### src/rtl/gpr_write_arbiter_if.sv
// Writeback-port bundle between the pipeline WB stage, the multi-cycle unit and
// the GPR write port. The arbiter takes the slave side.
interface gpr_write_arbiter_if;
    logic        wbValid;
    logic [4:0]  wbId;
    logic [31:0] wbData;
    logic [31:0] wbPc;
    logic        wbStall;

    logic        muValid;
    logic [4:0]  muId;
    logic [31:0] muData;
    logic [31:0] muPc;
    logic        muReady;

    logic        writeEnable;
    logic [4:0]  writeId;
    logic [31:0] writeData;
    logic [31:0] pcValue;
    logic [31:0] pendingMask;

    modport slave (
        input  wbValid, wbId, wbData, wbPc,
        input  muValid, muId, muData, muPc,
        output wbStall, muReady,
        output writeEnable, writeId, writeData, pcValue, pendingMask
    );

    modport master (
        output wbValid, wbId, wbData, wbPc,
        output muValid, muId, muData, muPc,
        input  wbStall, muReady,
        input  writeEnable, writeId, writeData, pcValue, pendingMask
    );
endinterface

### src/rtl/gpr_write_arbiter.sv
// GPR write-port arbiter: pipeline writeback versus a small FIFO of multi-cycle results.
// Define GPR_ARB_STARVE_EN to let a starved FIFO head preempt the pipeline.
module gpr_write_arbiter #(
    parameter int STARVE_LIMIT = 4,
    parameter int FIFO_DEPTH   = 2
) (
    input logic               clock,
    input logic               reset,
    gpr_write_arbiter_if.slave bus
);

    localparam int CW = $clog2(FIFO_DEPTH + 1);
    localparam logic [CW-1:0] DEPTH_C = CW'(FIFO_DEPTH);

    if (STARVE_LIMIT < 1 || STARVE_LIMIT > 15) begin : g_bad_starve_limit
        $error("STARVE_LIMIT must be within 1..15");
    end
    if (FIFO_DEPTH < 1) begin : g_bad_fifo_depth
        $error("FIFO_DEPTH must be at least 1");
    end

    // aged marks an entry that has spent one full cycle in the FIFO; only aged
    // heads may be granted, giving the two-edge minimum mu-to-write latency.
    typedef struct packed {
        logic [4:0]  id;
        logic [31:0] data;
        logic [31:0] pc;
        logic        aged;
    } entry_t;

    entry_t        fifo_q [FIFO_DEPTH];
    entry_t        fifo_d [FIFO_DEPTH];
    logic [CW-1:0] count_q, count_d;
    logic [CW-1:0] wr_idx;

    logic          we_q, we_d;
    logic [4:0]    wid_q, wid_d;
    logic [31:0]   wdata_q, wdata_d;
    logic [31:0]   wpc_q, wpc_d;

    logic          fifo_empty;
    logic          head_ok;
    logic          force_fifo;
    logic          grant_fifo;
    logic          grant_wb;
    logic          mu_ready;
    logic          push;
    logic [31:0]   pending_mask;

`ifdef GPR_ARB_STARVE_EN
    localparam logic [3:0] LIMIT_C = 4'(STARVE_LIMIT);
    logic [3:0] starve_q, starve_d;

    assign force_fifo = (starve_q == LIMIT_C);

    always_comb begin
        starve_d = starve_q;
        if (fifo_empty || grant_fifo) begin
            starve_d = 4'd0;
        end else if (starve_q != 4'hF) begin
            starve_d = starve_q + 4'd1;
        end
    end

    always_ff @(posedge clock) begin
        if (reset) begin
            starve_q <= 4'd0;
        end else begin
            starve_q <= starve_d;
        end
    end

    assign bus.wbStall = bus.wbValid && grant_fifo;
`else
    assign force_fifo  = 1'b0;
    assign bus.wbStall = 1'b0;
`endif

    assign fifo_empty = (count_q == '0);
    assign head_ok    = !fifo_empty && fifo_q[0].aged;
    assign grant_fifo = !reset && head_ok && (force_fifo || !bus.wbValid);
    assign grant_wb   = !reset && bus.wbValid && !grant_fifo;
    // Readiness looks only at the registered count, so a full FIFO never takes a
    // push even on a cycle where it also pops.
    assign mu_ready   = !reset && (count_q < DEPTH_C);
    assign push       = bus.muValid && mu_ready;

    always_comb begin
        fifo_d  = fifo_q;
        count_d = count_q + CW'(push) - CW'(grant_fifo);
        wr_idx  = count_q;
        for (int i = 0; i < FIFO_DEPTH; i++) begin
            fifo_d[i].aged = 1'b1;
        end
        if (grant_fifo) begin
            for (int i = 0; i < FIFO_DEPTH - 1; i++) begin
                fifo_d[i] = fifo_d[i+1];
            end
            wr_idx = count_q - CW'(1);
        end
        if (push) begin
            for (int i = 0; i < FIFO_DEPTH; i++) begin
                if (CW'(i) == wr_idx) begin
                    fifo_d[i].id   = bus.muId;
                    fifo_d[i].data = bus.muData;
                    fifo_d[i].pc   = bus.muPc;
                    fifo_d[i].aged = 1'b0;
                end
            end
        end
    end

    always_comb begin
        we_d    = grant_wb || grant_fifo;
        wid_d   = wid_q;
        wdata_d = wdata_q;
        wpc_d   = wpc_q;
        if (grant_wb) begin
            wid_d   = bus.wbId;
            wdata_d = bus.wbData;
            wpc_d   = bus.wbPc;
        end else if (grant_fifo) begin
            wid_d   = fifo_q[0].id;
            wdata_d = fifo_q[0].data;
            wpc_d   = fifo_q[0].pc;
        end
    end

    always_comb begin
        pending_mask = '0;
        for (int i = 0; i < FIFO_DEPTH; i++) begin
            if (CW'(i) < count_q) begin
                pending_mask[fifo_q[i].id] = 1'b1;
            end
        end
        pending_mask[0] = 1'b0;
    end

    always_ff @(posedge clock) begin
        fifo_q <= fifo_d;
        if (reset) begin
            count_q <= '0;
            we_q    <= 1'b0;
            wid_q   <= 5'd0;
            wdata_q <= 32'd0;
            wpc_q   <= 32'd0;
        end else begin
            count_q <= count_d;
            we_q    <= we_d;
            wid_q   <= wid_d;
            wdata_q <= wdata_d;
            wpc_q   <= wpc_d;
        end
    end

    assign bus.muReady     = mu_ready;
    assign bus.writeEnable = we_q;
    assign bus.writeId     = wid_q;
    assign bus.writeData   = wdata_q;
    assign bus.pcValue     = wpc_q;
    assign bus.pendingMask = pending_mask;

endmodule

### src/flat_wrapper.sv
// flat-port wrapper written by rule: the top's interface ports become plain ports
module gpr_write_arbiter_flat 
#(
    parameter int STARVE_LIMIT = 4,
    parameter int FIFO_DEPTH   = 2
)
  (clock, reset, bus_wbValid, bus_wbId, bus_wbData, bus_wbPc, bus_muValid, bus_muId, bus_muData, bus_muPc, bus_wbStall, bus_muReady, bus_writeEnable, bus_writeId, bus_writeData, bus_pcValue, bus_pendingMask);
  gpr_write_arbiter_if bus_i ();
  input logic clock;
  input logic reset;
  input wire logic [$bits(bus_i.wbValid)-1:0] bus_wbValid;
  input wire logic [$bits(bus_i.wbId)-1:0] bus_wbId;
  input wire logic [$bits(bus_i.wbData)-1:0] bus_wbData;
  input wire logic [$bits(bus_i.wbPc)-1:0] bus_wbPc;
  input wire logic [$bits(bus_i.muValid)-1:0] bus_muValid;
  input wire logic [$bits(bus_i.muId)-1:0] bus_muId;
  input wire logic [$bits(bus_i.muData)-1:0] bus_muData;
  input wire logic [$bits(bus_i.muPc)-1:0] bus_muPc;
  output wire logic [$bits(bus_i.wbStall)-1:0] bus_wbStall;
  output wire logic [$bits(bus_i.muReady)-1:0] bus_muReady;
  output wire logic [$bits(bus_i.writeEnable)-1:0] bus_writeEnable;
  output wire logic [$bits(bus_i.writeId)-1:0] bus_writeId;
  output wire logic [$bits(bus_i.writeData)-1:0] bus_writeData;
  output wire logic [$bits(bus_i.pcValue)-1:0] bus_pcValue;
  output wire logic [$bits(bus_i.pendingMask)-1:0] bus_pendingMask;
  assign bus_i.wbValid = bus_wbValid;
  assign bus_i.wbId = bus_wbId;
  assign bus_i.wbData = bus_wbData;
  assign bus_i.wbPc = bus_wbPc;
  assign bus_i.muValid = bus_muValid;
  assign bus_i.muId = bus_muId;
  assign bus_i.muData = bus_muData;
  assign bus_i.muPc = bus_muPc;
  assign bus_wbStall = bus_i.wbStall;
  assign bus_muReady = bus_i.muReady;
  assign bus_writeEnable = bus_i.writeEnable;
  assign bus_writeId = bus_i.writeId;
  assign bus_writeData = bus_i.writeData;
  assign bus_pcValue = bus_i.pcValue;
  assign bus_pendingMask = bus_i.pendingMask;
  gpr_write_arbiter #(.STARVE_LIMIT(STARVE_LIMIT), .FIFO_DEPTH(FIFO_DEPTH)) u_core (.clock(clock), .reset(reset), .bus(bus_i));
endmodule
### config.mk
export PLATFORM = sky130hd
export DESIGN_NAME = gpr_write_arbiter_flat
export DESIGN_NICKNAME = d
export VERILOG_FILES = /design/src/rtl/gpr_write_arbiter_if.sv /design/src/rtl/gpr_write_arbiter.sv /design/src/flat_wrapper.sv
export SDC_FILE = /design/constraint.sdc
export NUM_CORES = 1
export LEC_CHECK = 0
export ABC_AREA = 1
export CAP_MARGIN = 20
export CORE_UTILIZATION = 28
export CTS_BUF_LIST = sky130_fd_sc_hd__clkbuf_8
export DETAILED_ROUTE_END_ITERATION = 10
export PLACE_DENSITY_LB_ADDON = 0.15
export SLEW_MARGIN = 10
export SYNTH_ARGS = -nofsm -noshare
export SYNTH_HDL_FRONTEND = slang
export SYNTH_SLANG_ARGS = --single-unit
### constraint.sdc
create_clock -name clock -period 9.4 [get_ports clock]
set_clock_uncertainty 0.2 [all_clocks]
set_input_delay 2.35 -clock clock [delete_from_list [all_inputs] [get_ports clock]]
set_output_delay 2.35 -clock clock [all_outputs]
set_load 0.01 [all_outputs]
==> results.cfg <==
[synth]
synth_top_area_cell = dfxtp_1
yosysSeqAreaShare = 0.515
postSynthAreaPerCell_um2 = 7.89
synth.most_common_cell = nand3_1
ys_types = 24
synthCells = 1209
synth-seq-cells = 211
synth_edf_count = 69
synth_area_leaders = dfxtp_1 30%, edfxtp_1 22%, nand3_1 18%, nand2_1 13%, a21oi_1 3.6%
yosysWarningCount = 0
synth_commonest_cells = 337 x nand3_1, 330 x nand2_1, 142 x dfxtp_1
synth_area_um2 = 9540
synth_ff_type = dfxtp_1
yosys.area.top_type_share = 0.298
async_flop_share = 0

[global_routing]
grt_pass1_wl_mm = 50.6
gr-total-overflow = 0
grt_pass1_vias = 8595
grt_max_degree = 97
grt.total_usage = 0.185
antenna_found_initial = 7

[clocking]
clkSinkCount = 211
cts.repair.resized = 0
postCtsHoldBufs = 0
cts_tree = yes
root_buffer = clkbuf_8
cts_setup_buffers = 0
cts.path.max_buffers = 3
clock_latency_ps = 520
numCtsBuffers = 39
h-tree-depth = 2
cts.clk_slew.worst_paths_ps = 50

[timing]
setup_violations = 0
min_period_ps = 5710
max_freq_mhz = 175
tightest_slew_ps = 1040
relSlewSlack = 0.306
finalMaxSlewViolations = 0
setup-tns-final_ps = 0
period_share = 0.608
rsz0062_at_grt = false
hold_viol_final = 0

[die]
dieArea_um2 = 34800
dieHeight_um = 187
core_area_um2 = 33500
initial_core_util = 0.284
io_pins = 246
die_x_um = 187
num_rows = 67

[pwr]
totalPowerFinal_mw = 2.70
p_leak_nw = 5.03
ir_drop_mv = 0.0698
powerDensity_nw_per_um2 = 209

[setup_path]
arrival_ps = 3160
endpoint_kind = primary output
slowest_stage = clkdlybuf4s50_1
slowest_delay_ps = 550
critPathRequiredTime_ps = 6850
worstSetupStartpointType = input port
crit_fanout = 9
path_cells = buf_4 > nor2_1 > clkdlybuf4s50_1
crit_type = in2out

[detailed_routing]
drt-pass1-iter-count = 5
detailedRoute.firstIterationViolations = 709
wl_per_cell_um = 17.6
routed_via_density = 4.75
finalWirelength_mm = 33.2
vias = 8955
antenna_left = 0
drcViolationCount = 0

[place]
dpl.hpwl_mm = 20.1
io_buffers = 243
place_area_um2 = 12200
place_inst = 1814
routabilityCongestion = 0.808

[run_status]
outcome = finished clean

[job]
cap_violations = 0

[finish]
nFillCells = 3552
fin_nets = 1553
final_area_um2 = 12900
drive_gt1_frac = 0.0473
finalNonFillerCells = 1886
area_delta_synth_final_pct = 35.2

[min_path]
hp-class = reg2reg
layout by cell type (no fill, tap or decap):
cell type        Yosys  final
a21oi_1             69     69
inv_1               22     41
nor2_4               2      3
conb_1               1      2
buf_4                3     11
and2_1              53     53
clkdlybuf4s50_1      0    241
nand2_4              0      4
nor3_1              12     12
nor2_1              22     21
nor3b_2              1      1
clkinvlp_4           0      1
dfxtp_1            142    142
diode_2              0      1
nand2_1            330    329
ha_1                 3      3
o21ai_0             34     34
inv_2                2      2
o21ai_1              1      1
edfxtp_1            69     69
clkinv_2             0      3
buf_12               0      1
clkinv_1             0      5
nand3_1            337    337
xnor2_1              2      2
clkbuf_8             0     42
and2_0               4      4
nand4_1              4      4
through the flow:
step                      setup WS (ps)   util  hold WS (ps)
after detailed placement           3130  0.363           276
after floorplan                    2840      -           305
after global routing               3530  0.384           303
after global placement             3170  0.363           271
after CTS                          3680  0.384           284
final                              3690  0.384           282
critical path: cells and delay by family:
kind | cells | cell delay, ps
buf+inv | 2 | 700
simple gates | 1 | 110
layer usage:
| metal | track usage | routed length (µm) | vias to the layer above |
|---|---|---|---|
| li1 | - | - | 4487 |
| met1 | 0.248 | 15300 | 4161 |
| met2 | 0.290 | 15000 | 233 |
| met3 | 0.0525 | 2140 | 62 |
| met4 | 0.0501 | 630 | 12 |
| met5 | 0 | 72 | - |
cell families after synthesis:
| logic type | count (synthesis) | share of synthesized area |
|---|---|---|
| xor+xnor | 2 | 0.00184 |
| simple gates | 768 | 0.367 |
| fa+ha+maj | 3 | 0.00394 |
| other cells | 1 | 0.000393 |
| flops | 211 | 0.515 |
| buf+inv | 120 | 0.0565 |
| compound gates | 104 | 0.0546 |
final timing paths:
check / to / depth (start not counted) / start / slack [ps]
worst max-delay path: bus_muReady / 3 / reset / 3690
worst max register to register: u_core.fifo_q[67] / 8 / u_core.count_q[1] / 4960
worst min-delay path: u_core.bus.writeData[1] / 2 / u_core.bus.writeData[1] / 280
worst min register to register: u_core.bus.writeData[1] / 2 / u_core.bus.writeData[1] / 280
layout make-up:
| type | count | area (µm²) | area share |
|---|---|---|---|
| diodes | 1 | 2.50 | 0.000194 |
| clock inverters | 28 | 113 | 0.00874 |
| repair buffers | 253 | 2510 | 0.195 |
| clock buffers | 42 | 578 | 0.0448 |
| inverters | 24 | 90.1 | 0.00699 |
| well taps | 448 | 561 | 0.0435 |
| flip-flops and latches | 211 | 4910 | 0.381 |
| multi-input cells | 879 | 4120 | 0.319 |
state kept, by name, summed over array words and instances, names as in the netlist:
signal,count
u_core.count_q,2
u_core.bus.writeId,5
u_core.bus.pcValue,32
u_core.bus.writeData,32
u_core.fifo_q,139
u_core.bus.writeEnable,1
power breakdown:
part           internal (mW)  total [mW]  switching (mW)
registers               1.12        1.23           0.105
logic                  0.270       0.672           0.402
clock network          0.410       0.799           0.389
Note: power is estimated with default switching activity, not from simulation.
==> variant 1, RTL diff (same flow settings) <==
Add a define of `GPR_ARB_STARVE_EN`.
--- a/src/rtl/gpr_write_arbiter.sv
+++ b/src/rtl/gpr_write_arbiter.sv
@@ -1,5 +1,7 @@
 // GPR write-port arbiter: pipeline writeback versus a small FIFO of multi-cycle results.
 // Define GPR_ARB_STARVE_EN to let a starved FIFO head preempt the pipeline.
+`define GPR_ARB_STARVE_EN
+
 module gpr_write_arbiter #(
     parameter int STARVE_LIMIT = 4,
     parameter int FIFO_DEPTH   = 2
Check against the original RTL: no difference found for any inputs over 4 cycles, from zero or initial values and one cycle with reset high; that may be too few to reach the edited logic, so the function may still have changed.
==> variant 1 against the unedited design <==
  * First-iteration DRC count decreased by 12%
  * Total power grew 1.3%
  * Sequential cell count rose by 4
  * Area after synthesis grew 3.1%
  * Wire length decreased by 2.8%
  * Worst setup slack got worse by 1.3 ns
  * Cell area grew 3.4%
  * Critical path type unchanged
==> variant 1: results (changes against the unedited design) <==
Drt
  • Total number of vias: 9,346 (was 8,955)
  • WL/cell: 16.3 um (was 17.6 um)
  • Met1 wire length: 14,600 um (was 15,300 um)
  • Initial DRC count: 623 (was 709)
  • Met2 WL post-DR: 14,700 um (was 15,000 um)

Critical path
  • FF-to-FF Start: u_core.starve_q[0]$_SDFFE_PP0P_ (was u_core.count_q[1]$_SDFF_PP0_)
  • Max Fanout on Critical Path: 56 (was 9)
  • Worst setup path startpoint: bus_wbValid (was reset)
  • Top delay family on crit path: simple AND/OR/NAND/NOR gates (was buffers and inverters)

Layout
  • Non-clk buf share: 0.190 (was 0.195)
  • Clock buffers: 51 (was 42)
  • Multi-input gate count: 884 (was 879)
  • ClkCell Share: 0.0608 (was 0.0536)
  • Layout cell share with drive strength beyond 1: 0.0517 (was 0.0473)
  • Non-clk bufs: 254 (was 253)
  • Nonclk inv count: 95 (was 24)
  • Number of fill cells in the layout: 3,639 (was 3,552)
  • Area of the multi-input gates: 4060 um2 (was 4120 um2)
  • Fraction of area in registers: 0.375 (was 0.381)

Placed design
  • RD Place Congestion: 0.793 (was 0.808)
  • Pre-CTS setup slack: 2.33 ns (was 3.13 ns)
  • Port buffer count: 244 (was 243)

GRT
  • Largest net degree at the start of global routing: 90 (was 97)
  • GRT met3 Usage: 0.0441 (was 0.0525)
  • First-pass GRT wire length: 50,600 um (about the same)
  • Initial antenna violation count: 3 (was 7)
  • Vias in the first global route: 9,082 (was 8,595)
  • M1 GR Usage: 0.234 (was 0.248)
  • Grt met2 use: 0.286 (was 0.290)

Pwr
  • Leakage power total: 6.00 nW (was 5.03 nW)
  • Worst vdd ir: 0.000103 V (was 0.0000698 V)

STA
  • Worst Tran Pin Value: 1.03 ns (was 1.04 ns)

Outcome
  • Outcome: finished, final reports clean (unchanged)

Yosys
  • Most frequent cells after synthesis: nand3_1, nand2_1, dfxtp_1 (unchanged)
  • Area contributors post-synth: dfxtp_1, nand3_1, edfxtp_1, nand2_1, inv_1 (was dfxtp_1, edfxtp_1, nand3_1, nand2_1, a21oi_1)
  • Post-synthesis cell type count: 26 (was 24)

Hold path
  • HP Start: u_core.starve_q[1]$_SDFFE_PP0P_ (was u_core.bus.writeData[1]$_SDFFE_PP0P_)

CTS
  • CTS Sinks: 215 (was 211)
[variant 1: final timing paths]
path,end,slack (ns),cells after the start
worst max-delay path,bus_wbStall,2.36,5
worst min-delay path,u_core.starve_q[1]$_SDFFE_PP0P_,0.31,2
worst max register to register,u_core.fifo_q[21]$_DFFE_PP_,5.16,9
worst min register to register,u_core.starve_q[1]$_SDFFE_PP0P_,0.31,2
[variant 1: power groups by stage]
| stage | sequential [mW] | combinational (mW) | clock (mW) |
|---|---|---|---|
| after floorplan | 1.22 | 0.402 | 0 |
| after global placement | 1.23 | 0.610 | 0 |
| after detailed placement | 1.24 | 0.618 | 0 |
| after CTS | 1.22 | 0.621 | 0.939 |
| after global routing | 1.24 | 0.704 | 0.976 |
| final | 1.22 | 0.614 | 0.897 |
[variant 1: kinds of logic (layout without fill, tap and decap cells)]
group / after synthesis / in the layout / share of synthesized area
AOI/OAI and AO/OA: 41 / 41 / 0.0209
xor gates and xnor gates: 2 / 2 / 0.00178
adders and majority gates: 5 / 5 / 0.00636
buffers and inverters: 193 / 428 / 0.0832
DFF: 215 / 215 / 0.508
other: 1 / 2 / 0.000381
and+or+nand+nor: 835 / 835 / 0.379
[variant 1: stage by stage]
stage / hold WS (ns) / area [um2] / instances / power, mW / utilization
5_1_grt: 0.329 / 13300 / 1982 / 2.92 / 0.386
2_1_floorplan: 0.265 / 9830 / 1292 / 1.62 / -
3_3_place_gp: 0.297 / 12500 / 1903 / 1.84 / 0.362
4_1_cts: 0.310 / 13300 / 1982 / 2.78 / 0.386
3_5_place_dp: 0.301 / 12500 / 1903 / 1.86 / 0.362
6_report: 0.306 / 13300 / 1983 / 2.73 / 0.386
==> variant 2, RTL diff (config.mk and constraints unchanged) <==
Made on the original files. `FIFO_DEPTH` is set to 2 in 2 places; all go to 1.
--- a/src/rtl/gpr_write_arbiter.sv
+++ b/src/rtl/gpr_write_arbiter.sv
@@ -2,7 +2,7 @@
 // Define GPR_ARB_STARVE_EN to let a starved FIFO head preempt the pipeline.
 module gpr_write_arbiter #(
     parameter int STARVE_LIMIT = 4,
-    parameter int FIFO_DEPTH   = 2
+    parameter int FIFO_DEPTH   = 1
 ) (
     input logic               clock,
     input logic               reset,
--- a/src/flat_wrapper.sv
+++ b/src/flat_wrapper.sv
@@ -2,7 +2,7 @@
 module gpr_write_arbiter_flat 
 #(
     parameter int STARVE_LIMIT = 4,
-    parameter int FIFO_DEPTH   = 2
+    parameter int FIFO_DEPTH   = 1
 )
   (clock, reset, bus_wbValid, bus_wbId, bus_wbData, bus_wbPc, bus_muValid, bus_muId, bus_muData, bus_muPc, bus_wbStall, bus_muReady, bus_writeEnable, bus_writeId, bus_writeData, bus_pcValue, bus_pendingMask);
   gpr_write_arbiter_if bus_i ();
Behaviour: not the same (a bounded check fails within 4 cycles, from zero or initial values and one cycle with reset high).
==> variant 2 against the unedited design <==
  * Worst setup slack got worse by 0.73 ns
  * Final cell count fell by 34%
  * Sequential cell count fell by 70
  * Wire length fell by 48%
  * Total power fell by 46%
  * Cell area fell by 29%
  * Area after synthesis fell by 34%
  * Largest cell class unchanged
==> variant 2: results (changes against the unedited design) <==
Placed design
  • Placed cells: 1,211 (was 1,814)
  • Pre-CTS setup slack: 2.95 ns (was 3.13 ns)
  • Placed instance area: 8760 um2 (was 12,200 um2)
  • Detailed Place HPWL: 10,500 um (was 20,100 um)
  • RD Place Congestion: 0.732 (was 0.808)

Outcome
  • Outcome: finished, final reports clean (unchanged)

Yosys
  • Most frequent cells after synthesis: nand2_1, nor2_1, dfxtp_1 (was nand3_1, nand2_1, dfxtp_1)
  • Yosys top cell area share: 0.331 (was 0.298)
  • Post-synthesis cell type count: 21 (was 24)
  • Syn. warnings: 0 (unchanged)
  • Area contributors post-synth: edfxtp_1, dfxtp_1, nand2_1, nor2_1, nand3b_1 (was dfxtp_1, edfxtp_1, nand3_1, nand2_1, a21oi_1)
  • Cell count after synthesis: 729 (was 1,209)
  • Post-synthesis sequential area ratio: 0.561 (was 0.515)

Pwr
  • Leakage power total: 3.80 nW (was 5.03 nW)
  • Worst vdd ir: 0.0000748 V (was 0.0000698 V)

CTS
  • H-tree Lvls: 4 (was 2)
  • Clock transition at the registers of the reported paths: 0.09 ns (was 0.05 ns)
  • Inserted Clock Buffers: 17 (was 39)
  • Clock buffer depth: 2 (was 3)
  • Clock latency of the later-clocked register in the worst-skew pair: 0.45 ns (was 0.52 ns)

Drt
  • Met3 WL: 1700 um (was 2140 um)
  • Pre-Repair DR Iteration Count: 4 (was 5)
  • WL/cell: 13.8 um (was 17.6 um)
  • Top routing layer in use: met5 (unchanged)
  • Met2 WL post-DR: 7810 um (was 15,000 um)
  • Initial DRC count: 237 (was 709)
  • Vias per cell: 4.27 (was 4.75)

STA
  • Slew headroom: 0.371 (was 0.306)
  • Hold Worst Slack: 0.294 ns (was 0.282 ns)

GRT
  • Initial antenna violation count: 2 (was 7)
  • Largest net degree at the start of global routing: 75 (was 97)
  • Vias in the first global route: 5,086 (was 8,595)
  • First-pass GRT wire length: 26,700 um (was 50,600 um)

Layout
  • Layout cell share with drive strength beyond 1: 0.0705 (was 0.0473)
  • Max reg flops: 70 (was 139)
  • Number of fill cells in the layout: 2,251 (was 3,552)
  • Nets@finish: 1,094 (was 1,553)

Critical path
  • Max Fanout on Critical Path: 11 (was 9)
## variant 2: cell types whose count changed after synthesis, moves of 34 or more
cell,before,now
buf_2,62,18
nor2_1,22,139
nand3_1,337,22
nand2_1,330,274
a21oi_1,69,5
nand3b_1,0,64
o21ai_0,34,0
and2_1,53,0
dfxtp_1,142,72
## variant 2: final cells by class
cell class,instances,area [um2],share of cell area
flip-flops and latches,141,3510,0.383
repair buffers,247,2470,0.270
multi-input cells,534,2400,0.262
well taps,280,350,0.0382
clock buffers,18,248,0.0270
clock inverters,14,148,0.0161
inverters,10,42.5,0.00463
diodes,1,2.50,0.000273
## variant 2: worst max-delay path, cell delays in order
cell	delay, ns
clkdlybuf4s50_1	0.72
nor2_1	0.25
clkdlybuf4s50_1	0.57
## variant 2: per-layer routing
layer,up-vias,track usage
met2,173,0.251
met3,10,0.0620
met4,2,0.0371
li1,2764,-
met5,-,0
met1,2362,0.186
## variant 2: report_power, final
group	total, mW	internal [mW]	switching, mW	leakage (nW)
clock	0.495	0.227	0.268	0.193
combinational	0.253	0.135	0.118	2.37
sequential	0.703	0.688	0.0154	1.23
total	1.45	1.05	0.402	3.80
## variant 2: logic make-up after synthesis
family,share of synthesized area
AO/OA/AOI/OAI,0.00659
adder cells (fa/ha/maj),0.00200
buffers and inverters,0.0589
flip-flops,0.561
other,0.000599
AND/OR/NAND/NOR,0.371
## variant 2: final timing paths
path / startpoint / to / slack (ns) / cells past startpoint
min: u_core.bus.writeId[3]$_SDFFE_PP0P_ / u_core.bus.writeId[3]$_SDFFE_PP0P_ / 0.29 / 2
min reg2reg: u_core.bus.writeId[3]$_SDFFE_PP0P_ / u_core.bus.writeId[3]$_SDFFE_PP0P_ / 0.29 / 2
max reg2reg: u_core.count_q$_SDFF_PP0_ / u_core.fifo_q[21]$_DFFE_PP_ / 7.29 / 6
max: reset / bus_muReady / 2.96 / 3
